==> config.mk <==
export PLATFORM = sky130hd
export DESIGN_NAME = xbus_stream_scheduler
export DESIGN_NICKNAME = d
export VERILOG_FILES = /design/src/rtl/xbus_sched_pkg.sv /design/src/rtl/xbus_idx_counter.sv /design/src/rtl/xbus_stream_scheduler.sv
export SDC_FILE = /design/constraint.sdc
export NUM_CORES = 1
export LEC_CHECK = 0
export CAP_MARGIN = 20
export CORE_MARGIN = 3
export CORE_UTILIZATION = 25
export CTS_BUF_LIST = sky130_fd_sc_hd__clkbuf_8
export DETAILED_ROUTE_END_ITERATION = 10
export PLACE_DENSITY_LB_ADDON = 0.12
export SETUP_SLACK_MARGIN = 0.4
export SYNTH_ARGS = -nofsm -noshare
export SYNTH_HDL_FRONTEND = slang
export SYNTH_SLANG_ARGS = --single-unit
==> constraint.sdc <==
create_clock -name clk -period 2.85 [get_ports clk]
set_input_delay 0.57 -clock clk [delete_from_list [all_inputs] [get_ports clk]]
set_output_delay 0.57 -clock clk [all_outputs]
set_load 0.01 [all_outputs]
==> src/rtl/xbus_sched_pkg.sv <==
// Shared types for the X-bus stream scheduler: FSM states, flush length and
// the per-pass configuration latched at start.
package xbus_sched_pkg;

  typedef enum logic [2:0] {
    S_IDLE,
    S_FLUSH,
    S_STREAM,
    S_DRAIN,
    S_DONE
  } sched_state_t;

  localparam int unsigned FLUSH_CYCLES = 2;
  localparam int unsigned CFG_W        = 8;

  typedef struct packed {
    logic [CFG_W-1:0] kernel_size;
    logic [CFG_W-1:0] rows;
    logic [CFG_W-1:0] cols;
    logic [CFG_W-1:0] tag;
  } sched_cfg_t;

  function automatic logic cfg_invalid(input sched_cfg_t c,
                                       input int unsigned max_rows,
                                       input int unsigned max_cols);
    return (c.kernel_size == '0) || (c.rows == '0) || (c.cols == '0) ||
           (32'(c.rows) > max_rows) || (32'(c.cols) > max_cols);
  endfunction

endpackage

==> src/rtl/xbus_idx_counter.sv <==
// Nested k/x/y walk over one pass: k innermost, then column, then row.
module xbus_idx_counter
  import xbus_sched_pkg::*;
#(
  parameter int unsigned NUM_ROW = 4,
  parameter int unsigned NUM_COL = 4
) (
  input  logic                       clk,
  input  logic                       rstn,
  input  logic                       clear,
  input  logic                       advance,
  input  logic [CFG_W-1:0]           kernel_size,
  input  logic [CFG_W-1:0]           rows,
  input  logic [CFG_W-1:0]           cols,
  output logic [$clog2(NUM_ROW)-1:0] y,
  output logic [$clog2(NUM_COL)-1:0] x,
  output logic                       last
);

  localparam logic [CFG_W-1:0] ONE = CFG_W'(1);

  logic [CFG_W-1:0] k_q, x_q, y_q;
  logic             k_last, x_last, y_last;

  always_comb begin
    k_last = (k_q == kernel_size - ONE);
    x_last = (x_q == cols - ONE);
    y_last = (y_q == rows - ONE);
    last   = k_last && x_last && y_last;
  end

  always_ff @(posedge clk) begin
    if (!rstn || clear) begin
      k_q <= '0;
      x_q <= '0;
      y_q <= '0;
    end else if (advance) begin
      if (k_last) begin
        k_q <= '0;
        if (x_last) begin
          x_q <= '0;
          y_q <= y_last ? '0 : y_q + ONE;
        end else begin
          x_q <= x_q + ONE;
        end
      end else begin
        k_q <= k_q + ONE;
      end
    end
  end

  assign y = y_q[$clog2(NUM_ROW)-1:0];
  assign x = x_q[$clog2(NUM_COL)-1:0];

endmodule

==> src/rtl/xbus_stream_scheduler.sv <==
// Sequences one convolution pass onto the PE-array X-bus: flush/config
// phase, then the token stream through a single registered valid/ready stage.
module xbus_stream_scheduler
  import xbus_sched_pkg::*;
#(
  parameter int unsigned DATA_WIDTH = 16,
  parameter int unsigned NUM_COL    = 4,
  parameter int unsigned NUM_ROW    = 4
) (
  input  logic                         clk,
  input  logic                         rstn,
  input  logic                         start,
  input  logic                         abort,
  input  logic [7:0]                   kernel_size,
  input  logic [$clog2(NUM_ROW):0]     cfg_rows,
  input  logic [$clog2(NUM_COL):0]     cfg_cols,
  input  logic [$clog2(NUM_ROW)-1:0]   cfg_tag,
  input  logic                         src_valid,
  output logic                         src_ready,
  input  logic [DATA_WIDTH-1:0]        src_ifmap,
  input  logic [DATA_WIDTH-1:0]        src_fltr,
  input  logic [2*DATA_WIDTH-1:0]      src_psum,
  output logic                         flush,
  output logic                         rst_busy,
  output logic [$clog2(NUM_ROW)-1:0]   y_tag,
  output logic                         bus_valid,
  input  logic                         bus_ready,
  output logic [DATA_WIDTH-1:0]        bus_ifmap,
  output logic [DATA_WIDTH-1:0]        bus_fltr,
  output logic [2*DATA_WIDTH-1:0]      bus_psum,
  output logic [$clog2(NUM_ROW)-1:0]   y_id,
  output logic [$clog2(NUM_COL)-1:0]   x_id,
  output logic                         done,
  output logic                         cfg_err
);

  localparam int unsigned YW = $clog2(NUM_ROW);
  localparam int unsigned XW = $clog2(NUM_COL);
  localparam logic [1:0]  FLUSH_LAST = 2'(FLUSH_CYCLES - 1);

  sched_state_t   state_q, state_d;
  logic [1:0]     flush_cnt_q;
  sched_cfg_t     cfg_q, cfg_in;
  logic           cfg_bad;
  logic           err_q;
  logic           accept, drain_hs;
  logic           cnt_last, cnt_clear;
  logic [YW-1:0]  cnt_y;
  logic [XW-1:0]  cnt_x;

  always_comb begin
    cfg_in.kernel_size = kernel_size;
    cfg_in.rows        = CFG_W'(cfg_rows);
    cfg_in.cols        = CFG_W'(cfg_cols);
    cfg_in.tag         = CFG_W'(cfg_tag);
    cfg_bad            = cfg_invalid(cfg_in, NUM_ROW, NUM_COL);
  end

  assign accept   = src_valid && src_ready;
  assign drain_hs = bus_valid && bus_ready;

  always_comb begin
    state_d   = state_q;
    src_ready = 1'b0;
    case (state_q)
      S_IDLE:   if (start) state_d = cfg_bad ? S_DONE : S_FLUSH;
      S_FLUSH:  if (flush_cnt_q == FLUSH_LAST) state_d = S_STREAM;
      S_STREAM: begin
        src_ready = !bus_valid || bus_ready;
        if (src_valid && src_ready && cnt_last) state_d = S_DRAIN;
      end
      S_DRAIN:  if (drain_hs) state_d = S_DONE;
      S_DONE:   state_d = S_IDLE;
      default:  state_d = S_IDLE;
    endcase
    if (abort) state_d = S_IDLE;
  end

  always_ff @(posedge clk) begin
    if (!rstn) begin
      state_q     <= S_IDLE;
      flush_cnt_q <= '0;
      cfg_q       <= '0;
      err_q       <= 1'b0;
    end else begin
      state_q     <= state_d;
      flush_cnt_q <= (state_q == S_FLUSH && !abort) ? flush_cnt_q + 2'd1 : '0;
      if (abort) begin
        cfg_q <= '0;
        err_q <= 1'b0;
      end else if (state_q == S_IDLE && start) begin
        // A rejected pass keeps the config cleared; only the error flag is held into DONE.
        cfg_q <= cfg_bad ? '0 : cfg_in;
        err_q <= cfg_bad;
      end else if (state_q == S_DONE) begin
        cfg_q <= '0;
        err_q <= 1'b0;
      end
    end
  end

  assign flush    = (state_q == S_FLUSH);
  assign rst_busy = (state_q == S_FLUSH);
  assign done     = (state_q == S_DONE);
  assign cfg_err  = (state_q == S_DONE) && err_q;
  assign y_tag    = (state_q != S_IDLE) ? cfg_q.tag[YW-1:0] : '0;

  assign cnt_clear = abort || (state_q != S_STREAM);

  xbus_idx_counter #(
    .NUM_ROW (NUM_ROW),
    .NUM_COL (NUM_COL)
  ) u_idx (
    .clk         (clk),
    .rstn        (rstn),
    .clear       (cnt_clear),
    .advance     (accept),
    .kernel_size (cfg_q.kernel_size),
    .rows        (cfg_q.rows),
    .cols        (cfg_q.cols),
    .y           (cnt_y),
    .x           (cnt_x),
    .last        (cnt_last)
  );

  // Load wins over drain so a simultaneous drain+load keeps full throughput.
  always_ff @(posedge clk) begin
    if (!rstn || abort) begin
      bus_valid <= 1'b0;
      bus_ifmap <= '0;
      bus_fltr  <= '0;
      bus_psum  <= '0;
      y_id      <= '0;
      x_id      <= '0;
    end else if (accept) begin
      bus_valid <= 1'b1;
      bus_ifmap <= src_ifmap;
      bus_fltr  <= src_fltr;
      bus_psum  <= src_psum;
      y_id      <= cnt_y;
      x_id      <= cnt_x;
    end else if (drain_hs) begin
      bus_valid <= 1'b0;
    end
  end

endmodule
==> results.cfg <==
[final_layout]
final_common_cell = nand2_1
drive_gt1_share_pct = 13.2
finalNetCount = 888
multi_input_area_sq_um = 2710
syn_to_final_growth_pct = 52.6
final_cell_mix = nand2_1, clkdlybuf4s50_1, dfxtp_1, a21oi_1, nor2_1
antenna_cells = 0
fillers = 1997
seqCellArea_sq_um = 2320

[grt]
gr-total-overflow = 0
antenna_found_initial = 0
grt_pass1_wl_mm = 25.6
grt_max_degree = 90
track_usage_pct = 14.4
grt_pass1_vias = 5003

[sta]
setup_tns_ns = 0
clock_skew_ns = 0.0138
slew_headroom_pct = 55.4
max_freq_mhz = 401
finalSetupViolations = 0
hold_viol = 0
period_share_pct = 87.5
fin_crit_ns = 2.49
rsz0062_at_grt = yes
final-max-slew-violation-count = 0
setup_slack_ns = 0.357
tightest_slew_ns = 0.665

[clock_network]
clk_latency_ns = 0.44
cts_hold_buffers = 0
cts_buffers = 17
htreeDepth = 4
clock-sinks = 115
clk_pin_slew_ns = 0.07
cts_tree = built
cts_max_path_buffers = 2
cts-root-buf = clkbuf_8

[setup_path]
worstPathMaxFanout = 7
required_ns = 3.18
arrival_ns = 2.82
path_class = reg2reg
crit_path_end_kind = register
cp_slowest_cell = a2111o_2
path_cells = or4_4 > nor4_4 > a311oi_4 > a2111o_2 > a211o_2 > a32o_1
worst_setup_path_start_kind = register
max_stage_delay_ns = 0.62

[detailed_routing]
vias = 4904
wirelength_mm = 15.8
wl_per_cell_microns = 14.8
final_antenna_net_count = 0
drtPass1Iterations = 4
via_per_inst = 4.58
drt_iter0_drc = 233
drc_errors = 0

[synthesis]
syn_area_sq_um = 5030
synth_top_family_by_area = simple AND/OR/NAND/NOR gates
synth_xor_area_share_pct = 4.18
avgSynthCellArea_sq_um = 8.05
ys_types = 62
ys_top_cells_by_area = dfxtp_1, nand2_1, a21oi_1
yosysSeqAreaShare_pct = 45.8
synthSimpleGateAreaFrac_pct = 25.4
synth-async-reset-ratio_pct = 0
synthCells = 625
synth.mux.area_fraction_pct = 1.42
synth_top_area_cell = dfxtp_1
synth-compound-area-share_pct = 16.1
synth_top_area_share_pct = 45.8
syn-num-nets = 720
yosys_register_bits = 115
ys_warn_count = 0
synth_flop_cell = dfxtp_1
synth_edf_count = 0
synth_adder_area_share_pct = 2.24

[placed_design]
portBuffers = 161
hpwl_mm = 10.5
gp_congestion = 0.779
dpl_worst_slack_ns = 0.0644

[power_and_ir_drop]
ir_drop_v = 0.000254
p_leak_nw = 2.54
power_per_cell_area_nw_per_um2 = 458

[floorplanning]
ios = 162
initial_core_util_pct = 25.7
rows = 51
dieArea_sq_um = 21900
die_y_microns = 148
design.core.area_sq_um = 19600
die_width_microns = 148

[job]
maxCapViolations = 0

[status]
status = finished, final reports clean

[worst_hold_path]
hold_path.class = reg2reg
-- power by group --
group          leakage [nW]  switching (W)  internal [W]
Combinational          1.39      0.0000981      0.000152
Sequential            0.930     0.00000858       0.00161
Clock                 0.224       0.000662      0.000983
-- cell families (layout without fill, tap and decap cells) --
group,Yosys count,in the layout
buf+inv,55,234
compound gates,128,129
flops,115,115
simple gates,287,287
mux,7,7
xor+xnor,24,24
fa+ha+maj,9,9
-- metrics by stage --
stage	cell area [sq um]	total power [W]	util [%]	cells	hold WS [ns]
detailed placement	6940	0.00189	35.4	1028	0.413
global placement	6940	0.00188	35.4	1028	0.409
global route	7670	0.00367	39.2	1070	0.462
finish	7670	0.00351	39.2	1070	0.417
CTS	7540	0.00357	38.5	1063	0.424
floorplan	5040	0.00173	-	625	0.398
-- worst paths after layout --
path                       start        endpoint  slack (ns)  cells after the start
setup reg to reg       cfg_q[25]    u_idx.y_q[2]        0.36                      6
hold / removal    flush_cnt_q[0]  flush_cnt_q[0]        0.42                      1
hold reg to reg   flush_cnt_q[0]  flush_cnt_q[0]        0.42                      1
setup / recovery       cfg_q[25]    u_idx.y_q[2]        0.36                      6
-- state kept, by name (all words and copies together), names as in the netlist --
register	flops
bus_valid	1
u_idx.x_q	8
state_q	3
err_q	1
bus_ifmap	16
bus_psum	32
y_id	2
u_idx.y_q	8
x_id	2
bus_fltr	16
flush_cnt_q	2
cfg_q	16
u_idx.k_q	8
-- synth_stat cells (4+ instances only) --
library cell  instances
xor2_1                8
nor3_1               17
clkbuf_1             29
a22oi_1              18
nand3_1              19
nor2b_1               4
nor2_1               44
a21oi_1              73
nand2_1             162
ha_1                  9
dfxtp_1             115
inv_1                17
mux2i_1               6
or3_1                 5
xnor2_1              16
nor4_1                7
a31oi_1               4
nand4_1               4
-- repair_timing --
item | CTS | global route
hold endpoints to repair | 0 | 0
setup endpoints to repair | 30 | 18
pin swaps | 11 | 10
gates cloned | 1 | 0
resized for setup | 31 | 19
setup buffers | 3 | 6
-- cell type report --
| class | count | area share, % |
|---|---|---|
| tap | 265 | 4.32 |
| sequential | 115 | 30.2 |
| timing repair buffer | 186 | 23.7 |
| inverter | 17 | 0.832 |
| clock buffer | 19 | 3.41 |
| clock inverter | 12 | 2.14 |
| multi-input combinational | 456 | 35.4 |
-- critical path, delay by kind of cell, from the launching register on --
family	cells	cell delay [ns]
AO/OA/AOI/OAI	4	1.26
flip-flops	1	0.36
AND/OR/NAND/NOR	2	0.76
-- layer usage --
metal / track usage (%) / wire length, microns
met2: 21.9 / 6930
met3: 7.39 / 1600
met4: 4.48 / 245
met5: 0 / 0
met1: 18.0 / 7030
Note: power is estimated with default switching activity, not from simulation.
